===== src/rtl/ahb_copy_master_pkg.sv =====
// Shared AHB-Lite encodings and the copy-engine state type.
// The AHB constants are the same values the slave-side blocks use.
package ahb_copy_master_pkg;

  localparam logic [1:0] HTRANS_IDLE   = 2'b00;
  localparam logic [1:0] HTRANS_NONSEQ = 2'b10;
  localparam logic [2:0] HSIZE_WORD    = 3'b010;
  localparam logic [2:0] HBURST_SINGLE = 3'b000;
  localparam logic       HRESP_OKAY    = 1'b0;
  localparam logic       HRESP_ERROR   = 1'b1;

  // RA/WA are address phases, RD/WD the matching data phases.
  typedef enum logic [2:0] {
    ST_IDLE = 3'd0,
    ST_RA   = 3'd1,
    ST_RD   = 3'd2,
    ST_WA   = 3'd3,
    ST_WD   = 3'd4,
    ST_FIN  = 3'd5,
    ST_ERR  = 3'd6
  } copy_state_t;

  // A byte address is usable for a word transfer only if its low two bits are clear.
  function automatic logic is_word_aligned(input logic [31:0] addr);
    return (addr[1:0] == 2'b00);
  endfunction

endpackage


===== src/rtl/ahb_copy_master.sv =====
// AHB-Lite initiator that copies a block of 32-bit words from src to dst,
// one SINGLE read followed by one SINGLE write per word, never overlapping
// an address phase with a data phase.
module ahb_copy_master
  import ahb_copy_master_pkg::*;
#(
  parameter int         LEN_W     = 16,
  parameter logic [3:0] HPROT_VAL = 4'b0011
) (
  input  logic             HCLK,
  input  logic             HRESETn,
  input  logic             cmd_valid,
  output logic             cmd_ready,
  input  logic [31:0]      cmd_src,
  input  logic [31:0]      cmd_dst,
  input  logic [LEN_W-1:0] cmd_len,
  output logic             busy,
  output logic             done,
  output logic             err,
  output logic [31:0]      HADDR,
  output logic [1:0]       HTRANS,
  output logic             HWRITE,
  output logic [2:0]       HSIZE,
  output logic [2:0]       HBURST,
  output logic [3:0]       HPROT,
  output logic [31:0]      HWDATA,
  input  logic             HREADY,
  input  logic             HRESP,
  input  logic [31:0]      HRDATA
);

  copy_state_t      state_q, state_d;
  logic [31:0]      src_q, src_d;
  logic [31:0]      dst_q, dst_d;
  logic [LEN_W-1:0] len_q, len_d;
  logic [31:0]      buf_q, buf_d;

  logic [31:0]      haddr_q, haddr_d;
  logic [1:0]       htrans_q, htrans_d;
  logic             hwrite_q, hwrite_d;
  logic [31:0]      hwdata_q, hwdata_d;
  logic             busy_q, busy_d;
  logic             done_q, done_d;
  logic             err_q, err_d;
  logic             ready_q, ready_d;

  // Next-state, datapath and registered-output decode; outputs are derived from the state being entered.
  always_comb begin
    state_d  = state_q;
    src_d    = src_q;
    dst_d    = dst_q;
    len_d    = len_q;
    buf_d    = buf_q;

    case (state_q)
      ST_IDLE: begin
        if (cmd_valid && ready_q) begin
          src_d = cmd_src;
          dst_d = cmd_dst;
          len_d = cmd_len;
          if (!is_word_aligned(cmd_src) || !is_word_aligned(cmd_dst)) begin
            state_d = ST_ERR;
          end else if (cmd_len == '0) begin
            state_d = ST_FIN;
          end else begin
            state_d = ST_RA;
          end
        end
      end
      ST_RA: begin
        if (HREADY) state_d = ST_RD;
      end
      ST_RD: begin
        if (HREADY) begin
          if (HRESP == HRESP_ERROR) begin
            state_d = ST_ERR;
          end else begin
            buf_d   = HRDATA;
            state_d = ST_WA;
          end
        end
      end
      ST_WA: begin
        if (HREADY) state_d = ST_WD;
      end
      ST_WD: begin
        if (HREADY) begin
          if (HRESP == HRESP_ERROR) begin
            state_d = ST_ERR;
          end else begin
            src_d   = src_q + 32'd4;
            dst_d   = dst_q + 32'd4;
            len_d   = len_q - LEN_W'(1);
            state_d = (len_q == LEN_W'(1)) ? ST_FIN : ST_RA;
          end
        end
      end
      ST_FIN:  state_d = ST_IDLE;
      ST_ERR:  state_d = ST_IDLE;
      default: state_d = ST_IDLE;
    endcase

    htrans_d = ((state_d == ST_RA) || (state_d == ST_WA)) ? HTRANS_NONSEQ : HTRANS_IDLE;
    hwrite_d = (state_d == ST_WA);

    // Address only moves when a new address phase starts, so it stays put through wait states.
    haddr_d = haddr_q;
    if (state_d == ST_RA) begin
      haddr_d = src_d;
    end else if (state_d == ST_WA) begin
      haddr_d = dst_d;
    end

    // Write data is loaded on entry to the write data phase and then held until HREADY.
    hwdata_d = hwdata_q;
    if (state_d == ST_WD) begin
      hwdata_d = buf_d;
    end

    busy_d  = (state_d != ST_IDLE);
    done_d  = (state_d == ST_FIN);
    err_d   = (state_d == ST_ERR);
    ready_d = (state_d == ST_IDLE);
  end

  // State, datapath and output registers; reset drives the bus idle immediately.
  always_ff @(posedge HCLK or negedge HRESETn) begin
    if (!HRESETn) begin
      state_q  <= ST_IDLE;
      src_q    <= '0;
      dst_q    <= '0;
      len_q    <= '0;
      buf_q    <= '0;
      haddr_q  <= '0;
      htrans_q <= HTRANS_IDLE;
      hwrite_q <= 1'b0;
      hwdata_q <= '0;
      busy_q   <= 1'b0;
      done_q   <= 1'b0;
      err_q    <= 1'b0;
      ready_q  <= 1'b1;
    end else begin
      state_q  <= state_d;
      src_q    <= src_d;
      dst_q    <= dst_d;
      len_q    <= len_d;
      buf_q    <= buf_d;
      haddr_q  <= haddr_d;
      htrans_q <= htrans_d;
      hwrite_q <= hwrite_d;
      hwdata_q <= hwdata_d;
      busy_q   <= busy_d;
      done_q   <= done_d;
      err_q    <= err_d;
      ready_q  <= ready_d;
    end
  end

  assign HADDR     = haddr_q;
  assign HTRANS    = htrans_q;
  assign HWRITE    = hwrite_q;
  assign HWDATA    = hwdata_q;
  assign HSIZE     = HSIZE_WORD;
  assign HBURST    = HBURST_SINGLE;
  assign HPROT     = HPROT_VAL;
  assign busy      = busy_q;
  assign done      = done_q;
  assign err       = err_q;
  assign cmd_ready = ready_q;

endmodule

===== config.mk =====
export PLATFORM = sky130hd
export DESIGN_NAME = ahb_copy_master
export DESIGN_NICKNAME = d
export VERILOG_FILES = /design/src/rtl/ahb_copy_master_pkg.sv /design/src/rtl/ahb_copy_master.sv
export SDC_FILE = /design/constraint.sdc
export NUM_CORES = 1
export LEC_CHECK = 0
export CAP_MARGIN = 20
export CELL_PAD_IN_SITES_DETAIL_PLACEMENT = 1
export CELL_PAD_IN_SITES_GLOBAL_PLACEMENT = 1
export CORE_AREA = 2 2 155 157
export CTS_CLUSTER_SIZE = 30
export DETAILED_ROUTE_END_ITERATION = 8
export DIE_AREA = 0 0 157 159
export GPL_ROUTABILITY_DRIVEN = 0
export GPL_TIMING_DRIVEN = 0
export PLACE_DENSITY_LB_ADDON = 0.1
export SYNTH_ARGS = -nofsm -noshare
export SYNTH_HDL_FRONTEND = slang
export SYNTH_SLANG_ARGS = --single-unit

===== constraint.sdc =====
create_clock -name HCLK -period 5.5 [get_ports HCLK]
set_input_delay 1.1 -clock HCLK [delete_from_list [all_inputs] [get_ports HCLK]]
set_output_delay 1.1 -clock HCLK [all_outputs]
set_load 0.02 [all_outputs]

==> results of run 1 <==
[report_power, final]
part / switching, mW / internal, mW / leakage [nW] / total (mW)
sequential: 0.511 / 2.03 / 2.23 / 2.54
combinational: 2.34 / 1.65 / 2.71 / 4.00
clock: 0.690 / 0.635 / 0.304 / 1.33
[layer usage]
layer	global-route usage (%)	routed length [µm]
met5	0	0
met4	11.34	1115
met3	5.525	2882
met2	47.75	17390
met1	40.59	15700
[metrics by stage]
stage | power (mW) | cells
final | 7.862 | 1546
after floorplan | 4.820 | 1007
after CTS | 7.838 | 1546
after global routing | 8.294 | 1546
after global placement | 6.326 | 1512
after detailed placement | 6.478 | 1514
[state kept, by name, indices dropped and copies added (netlist names)]
register / cells
done: 1
dst_q: 32
cmd_ready: 1
HADDR: 32
state_q: 3
busy: 1
HWRITE: 1
buf_q: 32
err: 1
len_q: 16
HTRANS: 1
HWDATA: 32
src_q: 32
[critical path, stage by stage]
cell and delay (ps):
clkdlybuf4s50_1 420, nor4_1 340, buf_2 260, nor3_1 80, nor3_2 270, clkbuf_1 640
clkbuf_1 780, mux2i_1 490, o21ai_1 100
[kinds of logic after synthesis]
kind of cell | Yosys count | share of synthesized area, %
AO/OA/AOI/OAI | 243 | 16.59
XOR/XNOR | 4 | 0.3568
adder cells (fa/ha/maj) | 5 | 0.6116
buffers and inverters | 95 | 4.371
flip-flops | 185 | 47.16
multiplexers | 94 | 11.65
other | 2 | 0.07648
AND/OR/NAND/NOR | 370 | 19.19
[synth_stat cells, types with 6 or more instances]
master,instances
o22a_1,10
buf_4,11
mux2i_1,22
a22oi_1,11
buf_2,7
nor4_1,27
o31ai_1,6
nand3_1,31
nand4_1,17
and2_1,14
o21ai_0,39
a221o_1,10
mux2_4,30
mux2_2,37
a31oi_1,22
inv_1,18
a21oi_1,52
or3_1,9
o22ai_1,27
nor3_1,24
clkbuf_1,49
dfrtp_1,184
nand2_1,94
and3_1,19
nor2_1,89
o31a_1,6
a211oi_1,9
o21a_1,7
or2_2,6
or4_1,7
[worst max-delay path by stage]
| stage | startpoint | to | slack (ps) | depth (start not counted) |
|---|---|---|---|---|
| after CTS | cmd_src[0] | HADDR[3] | 1500 | 9 |
| after global routing | HREADY | HADDR[14] | 1340 | 10 |
| final | cmd_src[0] | HADDR[3] | 1340 | 9 |
| after detailed placement | cmd_src[0] | HADDR[3] | 1040 | 9 |
| after global placement | HRESETn | len_q[3] | -4750 | 1 |
| after floorplan | HRESP | HADDR[24] | 2480 | 7 |
[cell type report]
class                   instances  area, µm²
repair buffers                188       1899
plain buffers                  75      354.1
clock inverters                15      201.4
clock buffers                  17      425.4
flip-flops and latches        185       4631
well taps                     319      399.1
inverters                      20      75.07
multi-input cells             727       4793
fillers                      2579      10410
==> run_results.csv, run 1 <==
group,metric,value,unit
setup_path,crit_path_end_kind,"flop",
flow_run,drv_cap,0,
clock_network,cts_setup_buffers,0,
timing,hold_viol,0,
global_routing,grt_pass1_vias,9533,
routing,initialDrtViolationCount,723,
clock_network,numCtsBuffers,17,
clock_network,cts.sinks,185,
global_routing,antenna_found_initial,0,
clock_network,cts-root-buf,"clkbuf_16",
global_routing,track_usage,29.96,%
timing,fin_crit_sh,75.57,%
global_routing,grt_max_degree,105,
setup_path,crit_fanout,10,
power,peakVddDrop,0.0002755,V
synth,synth_sequential_area_ratio,47.16,%
synth,synth_cells,998,
setup_path,cp.required,5830,ps
setup_path,crit_type,"in -> reg",
clock_network,hold_buffers,0,
timing,fin_crit,4156,ps
clock_network,ctsResizeCount,0,
setup_path,worst_ep_arrival_time,4490,ps
synth,async_flop_share,100.0,%
timing,max-slew-margin-rel,29.50,%
clock_network,clk_pin_slew,80,ps
synth,synth_edf_count,0,
timing,setup_viol,0,
clock_network,cts_tree,"yes",
routing,wire_per_inst,23.99,µm
timing,fmax,240.6,MHz
synth,netlist_area,9819,µm²
setup_path,critPathLaunchType,"input port",
floorplanning,ioPinCount,198,
synth,syn_avg_cell_area,9.839,µm²
synth,synth_top_flop_cell,"dfrtp_1",
floorplanning,initial_core_util,42.34,%
routing,routed_wl,37090,µm
placed_design,place_ws,1042,ps
routing,drc,0,
floorplanning,die_area,24960,µm²
timing,tns,0,ps
routing,detail-route-antenna-nets,0,
floorplanning,dieWidth,157,µm
setup_path,r2r_cells,8,
final_layout,layout_commonest_cell,"clkdlybuf4s50_1",
routing,dr.pass1.iters,7,
final_layout,final_util,55.10,%
min_path,min_to,"dst_q[1]",
timing,hold_slack,484.5,ps
synth,ys_ff_latch,185,
final_layout,layout_common_cells,"185 x clkdlybuf4s50_1, 184 x dfrtp_1, 94 x nand2_1, 89 x nor2_1, 52 x a21oi_1",
placed_design,dpl.hpwl,26870,µm
setup_path,regToRegStartpoint,"state_q[2]",
floorplanning,coreArea,23190,µm²
timing,setup_ws,1344,ps
routing,vias,9217,
final_layout,syn_to_final_growth,30.14,%
power,p_per_area,615.2,nW/µm²
timing,finClkSkew,15.32,ps
clock_network,clockBufferDepth,2,
status,status,"finished clean",
final_layout,num_antenna_cells,0,
synth,synth_area_leader_cell,"dfrtp_1",
timing,rsz0062_at_grt,"false",
setup_path,rrSetupSlack,1790,ps
final_layout,design_area,12780,µm²
min_path,hold_depth,2,
synth,synth_cell_type_count,79,
final_layout,drive_above_1_share,11.25,%
global_routing,grt_pass1_wl,56500,µm
floorplanning,die_h,159,µm
synth,synthTopCellsByArea,"dfrtp_1 47%, mux2_4 4.6%, mux2_2 4.2%, nand2_1 3.6%, nor2_1 3.4%",
final_layout,fin_nets,1335,
setup_path,r2r-end,"HADDR[3]",
clock_network,clk_latency,460,ps
floorplanning,row_count,56,
timing,slew_viol_final,0,
min_path,hold_class,"reg -> reg",
timing,worst_pin_slew,1058,ps
synth,synth_top_area_share,46.89,%
routing,viasPerCell,5.962,
clock_network,cts_max_level,4,
placed_design,io_buffers,186,
placed_design,placed_cell_area,12150,µm²
power,p_leak,5.242,nW
global_routing,overflow,0,
synth,yosysWarnings,0,
min_path,min_from,"dst_q[1]",
No activity file was read; power rests on OpenSTA's default activity.
==> run 2: changes to the inputs <==
CORE_AREA = 2 2 169 171   (was 2 2 155 157)
DIE_AREA = 0 0 171 173   (was 0 0 157 159)
clock period = 3.37 ns   (was 5.5 ns; I/O delays follow)
==> run 2 against run 1 <==
Final cell count rose by 4.1%. Clock power up 59%. Die area is 19% higher. Count of clock-buffer cells in the layout did not move. Clock skew shrank 0.77 ps.
==> run_results.csv, run 2 (synthesis gave the netlist of run 1 again) <==
group,metric,value,unit
status,status,"finished clean",
global_routing,grt_max_degree,66,
routing,initialDrtViolationCount,836,
timing,fmax,306.1,MHz
floorplanning,dieWidth,171,µm
global_routing,grt_use_met3,3.960,%
clock_network,clockBufferDepth,2,
timing,slew_viol_final,0,
clock_network,clk_latency,440,ps
timing,hold_viol,0,
power,switching_share,44.80,%
final_layout,syn_to_final_growth,31.98,%
power,power_frac_comb,51.4,%
floorplanning,die_h,173,µm
clock_network,cts-root-buf,"clkbuf_16",
setup_path,slowest_delay,780,ps
timing,worst_pin_slew,987.0,ps
setup_path,worst_ep_arrival_time,3570,ps
routing,drc,0,
power,p_per_area,989.0,nW/µm²
global_routing,grt.busiest_layer,"met2",
routing,viasPerCell,5.725,
routing,routed_wl,37910,µm
setup_path,crit_fanout,10,
placed_design,place_inst,1574,
clock_network,cts.sinks,185,
min_path,hold_class,"in -> async",
setup_path,crit_type,"in -> reg",
global_routing,grt_pass1_wl,57750,µm
clock_network,cts_max_level,4,
timing,max-slew-margin-rel,33.70,%
floorplanning,die_area,29580,µm²
clock_network,numCtsBuffers,17,
floorplanning,row_count,61,
global_routing,grt_util_met2,40.86,%
routing,wire_per_inst,23.56,µm
final_layout,layout_common_cells,"185 x clkdlybuf4s50_1, 184 x dfrtp_1, 94 x nand2_1, 89 x nor2_1, 52 x a21oi_1",
final_layout,fin_nets,1339,
setup_path,path_cells,"clkdlybuf4s50_1, nor4bb_1, nand2_1, clkbuf_1, buf_2, o22ai_1, a211oi_1, a31oi_1, a21oi_1",
timing,rsz0062_at_grt,"true",
setup_path,regToRegStartpoint,"state_q[2]",
final_layout,final_util,46.91,%
timing,tns,0,ps
timing,fin_crit,3267,ps
final_layout,num_antenna_cells,0,
setup_path,critPathLaunchType,"input port",
global_routing,antenna_found_initial,0,
global_routing,gr-usage-met1,36.94,%
setup_path,cp.required,3680,ps
timing,fin_crit_sh,96.94,%
power,power.internal,7.075,mW
floorplanning,coreArea,27630,µm²
final_layout,drive_above_1_share,13.24,%
routing,dr.pass1.iters,5,
placed_design,io_buffers,186,
power,peakVddDrop,0.0004474,V
power,clkPwrFrac,16.5,%
timing,setup_viol,0,
global_routing,track_usage,25.75,%
floorplanning,ioPinCount,198,
clock_network,cts_tree,"yes",
placed_design,dpl.hpwl,27520,µm
flow_run,drv_cap,0,
floorplanning,initial_core_util,35.54,%
routing,vias,9212,
setup_path,crit_start,"cmd_valid",
clock_network,clk_pin_slew,80,ps
final_layout,fin_cells,1609,
power,switching_power,5.743,mW
timing,finClkSkew,14.55,ps
power,p_leak,5.324,nW
global_routing,overflow,0,
power,p_seq_share,32.1,%
setup_path,cp_slowest_cell,"nor4bb_1",
timing,hold_slack,160.4,ps
final_layout,final.fill_count,3155,
final_layout,layout_commonest_cell,"clkdlybuf4s50_1",
routing,detail-route-antenna-nets,0,
global_routing,grt_pass1_vias,9392,
setup_path,crit_path_end_kind,"flop",
## run 2: changes by cell type in the layout (fill, tap and decap cells not counted), moves of 2 or more
cell	previous run	this run
clkinv_8	4	6
inv_12	4	2
clkbuf_2	0	14
nor4_1	27	25
clkbuf_1	49	34
inv_8	4	2
clkinv_4	0	2
buf_4	11	16
## run 2: final timing paths
check	to	slack [ps]	depth (start not counted)
min	src_q[11]	160	1
max reg2reg	HADDR[24]	120	8
min reg2reg	src_q[1]	480	2
max	HADDR[12]	100	9
max in group asynchronous	cmd_ready	2110	3
min in group HCLK	src_q[1]	480	2
## run 2: worst max-delay path, delay by kind of cell
kind	cells	cell delay (ps)
buffers and inverters	3	1210
AND/OR/NAND/NOR	2	970
AO/OA/AOI/OAI	4	710
## run 2: power groups by stage
stage	combinational (mW)	sequential, mW	clock (mW)
6_report	6.59	4.12	2.11
5_1_grt	7.06	4.27	2.22
4_1_cts	6.54	4.11	2.14
3_5_place_dp	6.45	4.14	0
3_3_place_gp	6.35	4.10	0
2_1_floorplan	3.44	4.43	0
## run 2: what timing repair did
item                                    4_1_cts  5_1_grt
endpoints found under the setup margin       31       25
buffers inserted                              0        3
cloned                                        0        0
hold buffers                                  0        0
pin swaps                                     0        0
resized for setup                            17       13
## run 2: stage by stage
| step | area (µm²) | power [mW] | setup slack, ps |
|---|---|---|---|
| floorplan | 9853 | 7.867 | 774.1 |
| global placement | 12190 | 10.45 | -6720 |
| detailed placement | 12250 | 10.59 | -959.5 |
| CTS | 12900 | 12.79 | 38.59 |
| global route | 12960 | 13.55 | -17.87 |
| finish | 12960 | 12.82 | 103.3 |
## run 2: cell type report
type / instances / area, µm² / share of cell area [%]
timing repair buffer: 192 / 1949 / 15.04
multi-input combinational: 727 / 4830 / 37.27
clock buffer: 17 / 425.4 / 3.282
buffer: 75 / 381.6 / 2.945
clock inverter: 15 / 195.2 / 1.506
inverter: 20 / 75.07 / 0.5793
sequential: 185 / 4631 / 35.73
tap: 378 / 473.0 / 3.649
## run 2: routing by layer
metal  share of wire, %  wire (µm)  vias to the layer above
met5                  0          0                        -
met4                1.7        661                        0
met3                5.4       2053                       42
met2                 46      17550                      326
met1                 47      17650                     4715
li1                   -          -                     4129
==> run 3: changes to the inputs <==
CORE_AREA = 2 2 155 157   (was 2 2 169 171)
DIE_AREA = 0 0 157 159   (was 0 0 171 173)
GPL_ROUTABILITY_DRIVEN = not set   (was 0)
clock period = 4 ns   (was 3.37 ns; I/O delays follow)
==> run 3 against run 2 <==
Hold slack improved by 180 ps. Core utilization rose by 8.2 points. Critical path type unchanged. Largest cell class unchanged. Final cell count fell by 3.9%. Clock skew rose by 4.8 ps. Sequential share of layout area rose by 0.53 points. Sequential cell count did not move. Power fell by 16%. Die area fell by 16%. First-iteration DRC count fell by 5.0%. Highest routed layer unchanged.
==> run_results.csv, run 3 (synthesis gave the netlist of run 1 again) <==
group,metric,value,unit
timing,fin_crit,3857,ps
setup_path,r2r_cells,8,
setup_path,critPathBufInv,4,
final_layout,final_util,55.06,%
global_routing,grt_max_degree,102,
setup_path,critPathLaunchType,"input port",
clock_network,clk_pin_slew,80,ps
setup_path,path_cells,"clkdlybuf4s50_1, buf_2, nand2b_1, a21oi_1, nor3_2, clkbuf_1, clkbuf_1, mux2i_1, o21ai_1",
global_routing,track_usage,30.27,%
timing,worst_pin_slew,1056,ps
power,p_leak,5.239,nW
setup_path,crit_path_end_kind,"flop",
global_routing,grt_pass1_vias,9643,
clock_network,cts_setup_buffers,0,
final_layout,layout_common_cells,"185 x clkdlybuf4s50_1, 184 x dfrtp_1, 94 x nand2_1, 89 x nor2_1, 52 x a21oi_1",
final_layout,drive_above_1_share,11.25,%
placed_design,io_buffers,186,
setup_path,worst_ep_arrival_time,4180,ps
flow_run,drv_cap,0,
floorplanning,ioPinCount,198,
timing,rsz0062_at_grt,"false",
power,p_per_area,843.6,nW/µm²
routing,initialDrtViolationCount,794,
setup_path,path_delay_family,"buffers and inverters",
setup_path,regToRegStartpoint,"state_q[2]",
floorplanning,coreArea,23190,µm²
routing,dr.pass1.iters,6,
routing,routed_wl,37390,µm
placed_design,place_ws,-202.9,ps
min_path,hold_class,"in -> async",
setup_path,r2r-end,"HADDR[3]",
power,peakVddDrop,0.0003389,V
status,status,"finished clean",
clock_network,clockBufferDepth,2,
clock_network,ctsResizeCount,0,
timing,slew_viol_final,0,
clock_network,cts_tree,"yes",
setup_path,cp.required,4320,ps
placed_design,dpl.hpwl,26810,µm
floorplanning,initial_core_util,42.34,%
global_routing,antenna_found_initial,0,
setup_path,cp_slowest_cell,"clkbuf_1",
routing,detail-route-antenna-nets,0,
clock_network,clk_latency,450,ps
clock_network,cts.sinks,185,
timing,max-slew-margin-rel,29.59,%
setup_path,cpMostUsedCell,"clkbuf_1",
placed_design,gp_congestion,0.9191,
setup_path,rrSetupSlack,280,ps
clock_network,cts_max_level,4,
final_layout,num_antenna_cells,0,
final_layout,layout_commonest_cell,"clkdlybuf4s50_1",
final_layout,final.fill_count,2607,
routing,drc,0,
clock_network,cts-root-buf,"clkbuf_16",
floorplanning,die_h,159,µm
clock_network,numCtsBuffers,17,
global_routing,grt_pass1_wl,57140,µm
clock_network,hold_buffers,0,
setup_path,crit_fanout,10,
setup_path,crit_type,"in -> reg",
final_layout,syn_to_final_growth,30.05,%
floorplanning,die_area,24960,µm²
setup_path,slowest_delay,790,ps
floorplanning,row_count,56,
timing,setup_ws,143.3,ps
routing,vias,9342,
floorplanning,dieWidth,157,µm
timing,setup_viol,0,
global_routing,overflow,0,
routing,wire_per_inst,24.19,µm
routing,viasPerCell,6.043,
final_layout,fin_nets,1335,
timing,finClkSkew,19.39,ps
power,finalPower,10.77,mW
timing,fmax,259.3,MHz
timing,fin_crit_sh,96.42,%
timing,hold_viol,0,
-- run 3: cell types whose count changed in the layout (fill, tap and decap cells not counted), sizes merged --
cell,before,now
clkinvlp,1,0
buf,33,29
inv,26,27
-- run 3: through the flow --
step | hold slack (ps) | instance area [µm²] | setup TNS, ps | instances
2_1_floorplan | 441.6 | 9853 | 0 | 1007
3_3_place_gp | 458.4 | 12110 | -1111370 | 1512
5_1_grt | 379.8 | 12770 | 0 | 1546
3_5_place_dp | 462.3 | 12150 | -758.6 | 1514
4_1_cts | 371.7 | 12770 | 0 | 1546
6_report | 336.0 | 12770 | 0 | 1546
-- run 3: cell type report --
cell class	count	area [µm²]	share of cell area, %
sequential	185	4631	36.26
clock buffer	17	425.4	3.331
multi-input combinational	727	4793	37.54
buffer	75	354.1	2.773
clock inverter	15	192.7	1.509
inverter	20	75.07	0.5879
timing repair buffer	188	1899	14.87
tap	319	399.1	3.126
-- run 3: worst max-delay path by stage --
| stage | to | cells past startpoint | startpoint |
|---|---|---|---|
| 2_1_floorplan | HADDR[24] | 7 | HRESP |
| 3_3_place_gp | len_q[2] | 1 | HRESETn |
| 3_5_place_dp | HADDR[3] | 9 | cmd_src[0] |
| 4_1_cts | HADDR[3] | 9 | cmd_src[0] |
| 5_1_grt | HADDR[3] | 9 | HREADY |
| 6_report | HADDR[3] | 9 | HREADY |
-- run 3: metal layers --
layer	share of wire [%]	vias up	GRT usage, %	routed length (µm)
li1	-	4128	-	-
met1	43	4680	42.06	16060
met2	46	447	47.63	17300
met4	3.8	0	11.63	1409
met5	0	-	0	0
met3	7.0	87	4.763	2620
-- run 3: report_power, final --
group          internal, mW  switching [mW]
clock                 0.862           0.913
sequential             2.79           0.701
combinational          2.28            3.23
total                  5.93            4.84
